==> config.mk <==
export PLATFORM = sky130hd
export DESIGN_NAME = alu_muldiv_seq_flat
export DESIGN_NICKNAME = d
export VERILOG_FILES = /design/src/rtl/alu_muldiv_seq_if.sv /design/src/rtl/alu_muldiv_seq.sv /design/src/flat_wrapper.sv
export SDC_FILE = /design/constraint.sdc
export NUM_CORES = 1
export LEC_CHECK = 0
export CAP_MARGIN = 20
export CORE_ASPECT_RATIO = 1.25
export CORE_MARGIN = 2
export CORE_UTILIZATION = 44
export CTS_CLUSTER_DIAMETER = 40
export DETAILED_ROUTE_END_ITERATION = 7
export GPL_TIMING_DRIVEN = 0
export MAX_ROUTING_LAYER = met4
export PLACE_DENSITY_LB_ADDON = 0.08
export SYNTH_ARGS = -nofsm -noshare
export SYNTH_HDL_FRONTEND = slang
export SYNTH_SLANG_ARGS = --single-unit
==> constraint.sdc <==
create_clock -name clk -period 1.5 [get_ports clk]
set_input_delay 0.3 -clock clk [delete_from_list [all_inputs] [get_ports clk]]
set_output_delay 0.3 -clock clk [all_outputs]
set_load 0.02 [all_outputs]
==> src/rtl/alu_muldiv_seq_if.sv <==
// rtl/alu_muldiv_seq_if.sv - request/response handshake and shared ALU port bundle for the mul/div sequencer
interface alu_muldiv_seq_if;
    logic        req_valid;
    logic        req_ready;
    logic [1:0]  req_op;
    logic [31:0] req_a;
    logic [31:0] req_b;
    logic        resp_valid;
    logic        resp_ready;
    logic [31:0] resp_data;
    logic        busy;
    logic [31:0] alu_a;
    logic [31:0] alu_b;
    logic [2:0]  alu_ctrl;
    logic [31:0] alu_result;
    logic        alu_cf;

    // Requester and ALU side: issues requests, consumes responses, computes ALU results
    modport master (
        output req_valid, req_op, req_a, req_b, resp_ready, alu_result, alu_cf,
        input  req_ready, resp_valid, resp_data, busy, alu_a, alu_b, alu_ctrl
    );

    // Sequencer side
    modport slave (
        input  req_valid, req_op, req_a, req_b, resp_ready, alu_result, alu_cf,
        output req_ready, resp_valid, resp_data, busy, alu_a, alu_b, alu_ctrl
    );
endinterface

==> src/rtl/alu_muldiv_seq.sv <==
// rtl/alu_muldiv_seq.sv - 32-iteration unsigned MUL/MULHU/DIVU/REMU sequencer driving a shared add/sub ALU
module alu_muldiv_seq (
    input  logic                   clk,
    input  logic                   rst_n,
    alu_muldiv_seq_if.slave        bus
);
    typedef enum logic [1:0] {
        S_IDLE = 2'd0,
        S_CALC = 2'd1,
        S_DONE = 2'd2
    } state_t;

    localparam logic [1:0] OP_MUL   = 2'b00;
    localparam logic [1:0] OP_MULHU = 2'b01;
    localparam logic [1:0] OP_DIVU  = 2'b10;
    localparam logic [1:0] OP_REMU  = 2'b11;

    localparam logic [2:0] ALU_ADD = 3'b000;
    localparam logic [2:0] ALU_SUB = 3'b001;

    state_t      state;
    state_t      state_next;
    logic [1:0]  op;
    logic [31:0] d;
    // hi doubles as the remainder and lo as the quotient for divides
    logic [31:0] hi;
    logic [31:0] lo;
    logic [4:0]  cnt;

    logic        accept;
    logic        is_div_req;
    logic        div_by_zero;
    logic [31:0] shifted;
    logic        sub_ok;

    assign accept      = bus.req_valid && (state == S_IDLE);
    assign is_div_req  = bus.req_op[1];
    assign div_by_zero = is_div_req && (bus.req_b == 32'd0);
    // Remainder shifted left with the next dividend bit brought in from the quotient register
    assign shifted     = {hi[30:0], lo[31]};
    // Subtraction is kept when the 33-bit partial remainder is at least D
    assign sub_ok      = hi[31] | bus.alu_cf;

    // State register
    always_ff @(posedge clk or negedge rst_n) begin
        if (!rst_n) begin
            state <= S_IDLE;
        end else begin
            state <= state_next;
        end
    end

    // Next-state logic and handshake/ALU outputs
    always_comb begin
        state_next     = state;
        bus.req_ready  = 1'b0;
        bus.busy       = 1'b1;
        bus.resp_valid = 1'b0;
        bus.resp_data  = 32'd0;
        bus.alu_a      = 32'd0;
        bus.alu_b      = 32'd0;
        bus.alu_ctrl   = ALU_ADD;
        case (state)
            S_IDLE: begin
                bus.req_ready = 1'b1;
                bus.busy      = 1'b0;
                if (bus.req_valid) begin
                    state_next = div_by_zero ? S_DONE : S_CALC;
                end
            end
            S_CALC: begin
                if (op[1]) begin
                    bus.alu_ctrl = ALU_SUB;
                    bus.alu_a    = shifted;
                    bus.alu_b    = d;
                end else begin
                    bus.alu_ctrl = ALU_ADD;
                    bus.alu_a    = hi;
                    bus.alu_b    = lo[0] ? d : 32'd0;
                end
                if (cnt == 5'd31) begin
                    state_next = S_DONE;
                end
            end
            S_DONE: begin
                bus.resp_valid = 1'b1;
                case (op)
                    OP_MUL:   bus.resp_data = lo;
                    OP_MULHU: bus.resp_data = hi;
                    OP_DIVU:  bus.resp_data = lo;
                    OP_REMU:  bus.resp_data = hi;
                    default:  bus.resp_data = 32'd0;
                endcase
                if (bus.resp_ready) begin
                    state_next = S_IDLE;
                end
            end
            default: begin
                state_next = S_IDLE;
            end
        endcase
    end

    // Operand latch on accept and one shift-add / restoring-divide step per CALC cycle
    always_ff @(posedge clk or negedge rst_n) begin
        if (!rst_n) begin
            op  <= 2'd0;
            d   <= 32'd0;
            hi  <= 32'd0;
            lo  <= 32'd0;
            cnt <= 5'd0;
        end else begin
            case (state)
                S_IDLE: begin
                    if (accept) begin
                        op  <= bus.req_op;
                        d   <= bus.req_b;
                        cnt <= 5'd0;
                        if (div_by_zero) begin
                            hi <= bus.req_a;
                            lo <= 32'hFFFF_FFFF;
                        end else begin
                            hi <= 32'd0;
                            lo <= bus.req_a;
                        end
                    end
                end
                S_CALC: begin
                    cnt <= cnt + 5'd1;
                    if (op[1]) begin
                        if (sub_ok) begin
                            hi <= bus.alu_result;
                            lo <= {lo[30:0], 1'b1};
                        end else begin
                            hi <= shifted;
                            lo <= {lo[30:0], 1'b0};
                        end
                    end else begin
                        hi <= {bus.alu_cf, bus.alu_result[31:1]};
                        lo <= {bus.alu_result[0], lo[31:1]};
                    end
                end
                default: begin
                end
            endcase
        end
    end
endmodule

==> src/flat_wrapper.sv <==
// flat-port wrapper written by rule: the top's interface ports become plain ports
module alu_muldiv_seq_flat 
  (clk, rst_n, bus_req_valid, bus_req_op, bus_req_a, bus_req_b, bus_resp_ready, bus_alu_result, bus_alu_cf, bus_req_ready, bus_resp_valid, bus_resp_data, bus_busy, bus_alu_a, bus_alu_b, bus_alu_ctrl);
  alu_muldiv_seq_if bus_i ();
  input  logic clk;
  input  logic rst_n;
  input wire logic [$bits(bus_i.req_valid)-1:0] bus_req_valid;
  input wire logic [$bits(bus_i.req_op)-1:0] bus_req_op;
  input wire logic [$bits(bus_i.req_a)-1:0] bus_req_a;
  input wire logic [$bits(bus_i.req_b)-1:0] bus_req_b;
  input wire logic [$bits(bus_i.resp_ready)-1:0] bus_resp_ready;
  input wire logic [$bits(bus_i.alu_result)-1:0] bus_alu_result;
  input wire logic [$bits(bus_i.alu_cf)-1:0] bus_alu_cf;
  output wire logic [$bits(bus_i.req_ready)-1:0] bus_req_ready;
  output wire logic [$bits(bus_i.resp_valid)-1:0] bus_resp_valid;
  output wire logic [$bits(bus_i.resp_data)-1:0] bus_resp_data;
  output wire logic [$bits(bus_i.busy)-1:0] bus_busy;
  output wire logic [$bits(bus_i.alu_a)-1:0] bus_alu_a;
  output wire logic [$bits(bus_i.alu_b)-1:0] bus_alu_b;
  output wire logic [$bits(bus_i.alu_ctrl)-1:0] bus_alu_ctrl;
  assign bus_i.req_valid = bus_req_valid;
  assign bus_i.req_op = bus_req_op;
  assign bus_i.req_a = bus_req_a;
  assign bus_i.req_b = bus_req_b;
  assign bus_i.resp_ready = bus_resp_ready;
  assign bus_i.alu_result = bus_alu_result;
  assign bus_i.alu_cf = bus_alu_cf;
  assign bus_req_ready = bus_i.req_ready;
  assign bus_resp_valid = bus_i.resp_valid;
  assign bus_resp_data = bus_i.resp_data;
  assign bus_busy = bus_i.busy;
  assign bus_alu_a = bus_i.alu_a;
  assign bus_alu_b = bus_i.alu_b;
  assign bus_alu_ctrl = bus_i.alu_ctrl;
  alu_muldiv_seq u_core (.clk(clk), .rst_n(rst_n), .bus(bus_i));
endmodule
==> run metrics <==
initial detailed-routing violation count 1,056; Post-synth ARST share 1.00; vias 8,190; Register Area 2630 um^2; Post-synth EDFFs 0; Final setup viols 202; post-route clock period utilization 1.32; die area 17,300 um^2; Synth cell types 52; Clock Tree Buf Depth 2; die height 147 um; # IOs 205; first-pass GRT wire length 41,400 um; Rows 52; total gr overflow 0; Worst Path Required 1200 ps; max frequency 507 MHz; status finished with violations; Reg2Reg Setup Slack -290 ps; Mapped Area 7170 um^2; Reg-to-Reg End u_core.d[21]; design area 12,800 um^2; Main synth FF type dfrtp_1; Worst setup EP type primary output; DRC Markers 0; final worst setup slack -474 ps; drt first pass iters 6; clk_lat worst skew 360 ps; post-route setup TNS -61,480 ps; relative slew slack 0.579; worst hold start bus_req_b[9]; fin util 0.797; Leak 5.60 nW; Cells after Synth 808; Cell Area, Placed 9960 um^2; Worst Tran Pin Value 632 ps; Seq/Total Area, Yosys 0.366; fin. max-slew vios 0; Clock Sink Count 105; clk_skew 10.9 ps; Worst Hold Depth 2; Num CTS Buffers 9; Max-Cap Viols 0; clock slew at reported path FFs 70 ps; PwrDens 2480 nW/um^2; yosys synthesis warning count 0; routability cong. 0.912; detailed-placement wirelength estimate 18,400 um; pre-CTS WS -1020 ps; htree depth 3; minimum clock period after layout 1970 ps; area grow syn2layout 78.5%; average wire per standard cell 23.2 um; worst min path class in2reg; Horiz. Die Dim 118 um; n_diodes 0; post-route ant nets 0; Port Buf Inserts 202; FF-to-FF Start u_core.state[0]; Yosys reg bits 105; Via density 6.18; CTS tree built; all-layer global routing usage 0.313; CTS root buffer clkbuf_16; core area 16,100 um^2; Worst EP arrival 1670 ps; number of global-route vias before repair 7,506; largest net degree at the start of global routing 65; CP startpoint kind flip-flop; crit-path max FO 6; area of the multi-input gates 5340 um^2; final hold vios 0; fin nets 1,209; Worst R2R Path Depth 7; Fill cells 948; RSZ-0062 raised after global routing true; layout cells sized above 1 0.479; crit path kind reg2out; Final Hold Slack 227 ps; Routed WL 30,800 um; starting density of the core 0.446; worst hold path endpoint u_core.d[9]; Avg Inst Size Synth 8.88 um^2; initial antenna violation count 0; violated checks setup timing; maximum vdd drop 1560 uV
==> per-stage QoR <==
| stage | instances | power [W] |
|---|---|---|
| CTS | 1273 | 0.0280 |
| finish | 1325 | 0.0318 |
| detailed placement | 1228 | 0.0220 |
| global route | 1325 | 0.0331 |
| global placement | 1227 | 0.0218 |
| floorplan | 809 | 0.0166 |
==> state kept, by name, indices dropped and copies added (netlist names) <==
register	flops
u_core.lo	32
u_core.op	2
u_core.cnt	5
u_core.hi	32
u_core.state	2
u_core.d	32
==> kinds of logic (layout without fill, tap and decap cells) <==
family,Yosys count,in the layout,synth area share
simple gates,321,321,0.203
compound gates,171,171,0.165
mux,128,128,0.199
flops,105,105,0.366
buf+inv,79,379,0.0617
fa+ha+maj,2,2,0.00349
other cells,1,2,0.000523
xor+xnor,1,1,0.00122
==> routing by layer <==
metal | wire [um] | track usage
met5 | 0 | -
met4 | 1560 | 0.111
met3 | 2720 | 0.0474
met2 | 15200 | 0.508
met1 | 11300 | 0.398
==> cell type report <==
| class | count | share of cell area |
|---|---|---|
| sequential | 105 | 0.206 |
| clock buffer | 10 | 0.0179 |
| buffer | 70 | 0.0715 |
| multi-input combinational | 625 | 0.417 |
| timing repair buffer | 290 | 0.258 |
| tap | 216 | 0.0211 |
| inverter | 3 | 0.00147 |
| clock inverter | 6 | 0.00704 |
==> critical path, cell delays in order, from the launching register on <==
cell and delay, ps:
dfrtp_1 380, buf_6 150, buf_12 160, clkbuf_16 180
mux2i_2 230, nor2_2 50, buf_4 150
==> cells in the mapped netlist (all sizes together) (2+ instances only) <==
cell type | instances | area, um^2
a211oi | 2 | 15.0
a21oi | 2 | 10.0
a22o | 2 | 17.5
a31o | 3 | 26.3
a31oi | 2 | 12.5
a32o | 28 | 280
and2 | 35 | 221
and4 | 2 | 18.8
buf | 47 | 323
clkbuf | 29 | 109
dfrtp | 105 | 2630
ha | 2 | 25.0
inv | 3 | 11.3
mux2 | 34 | 484
mux2i | 94 | 941
nand2 | 154 | 578
nand2b | 3 | 18.8
nand3 | 32 | 185
nand4 | 4 | 40.0
nor2 | 76 | 285
nor3 | 2 | 21.3
nor4 | 6 | 37.5
o211ai | 59 | 443
o21ai | 68 | 340
or2 | 2 | 15.0
==> timing repair <==
item | 4_1_cts | 5_1_grt
endpoints found under the hold margin | 41 | 0
resized for setup | 689 | 360
endpoints found under the setup margin | 203 | 204
pin swaps | 22 | 80
buffers inserted | 22 | 46
hold buffers | 1 | 0
gates cloned | 8 | 15
==> power breakdown <==
group | switching [W] | internal (W)
combinational | 0.0104 | 0.0121
sequential | 0.00238 | 0.00431
clock | 0.00118 | 0.00148
total | 0.0140 | 0.0179
==> cell usage in the layout, fill, tap and decap left out, drive strengths merged, types with 35 or more instances in the layout <==
| cell type | instances |
|---|---|
| nand2 | 154 |
| and2 | 35 |
| o211ai | 59 |
| clkbuf | 37 |
| o21ai | 68 |
| mux2i | 94 |
| clkdlybuf4s50 | 73 |
| buf | 232 |
| nor2 | 76 |
| dfrtp | 105 |
==> how the worst max path moves through the flow <==
stage / from / to / cells past startpoint
floorplan: u_core.state[0] / u_core.d[24] / 6
global placement: rst_n / u_core.hi[21] / 1
detailed placement: bus_req_b[4] / u_core.state[0] / 6
CTS: u_core.op[1] / bus_alu_a[28] / 7
global route: u_core.op[1] / bus_alu_a[10] / 6
finish: u_core.op[1] / bus_alu_a[10] / 6
(Power assumes the default switching activity.)
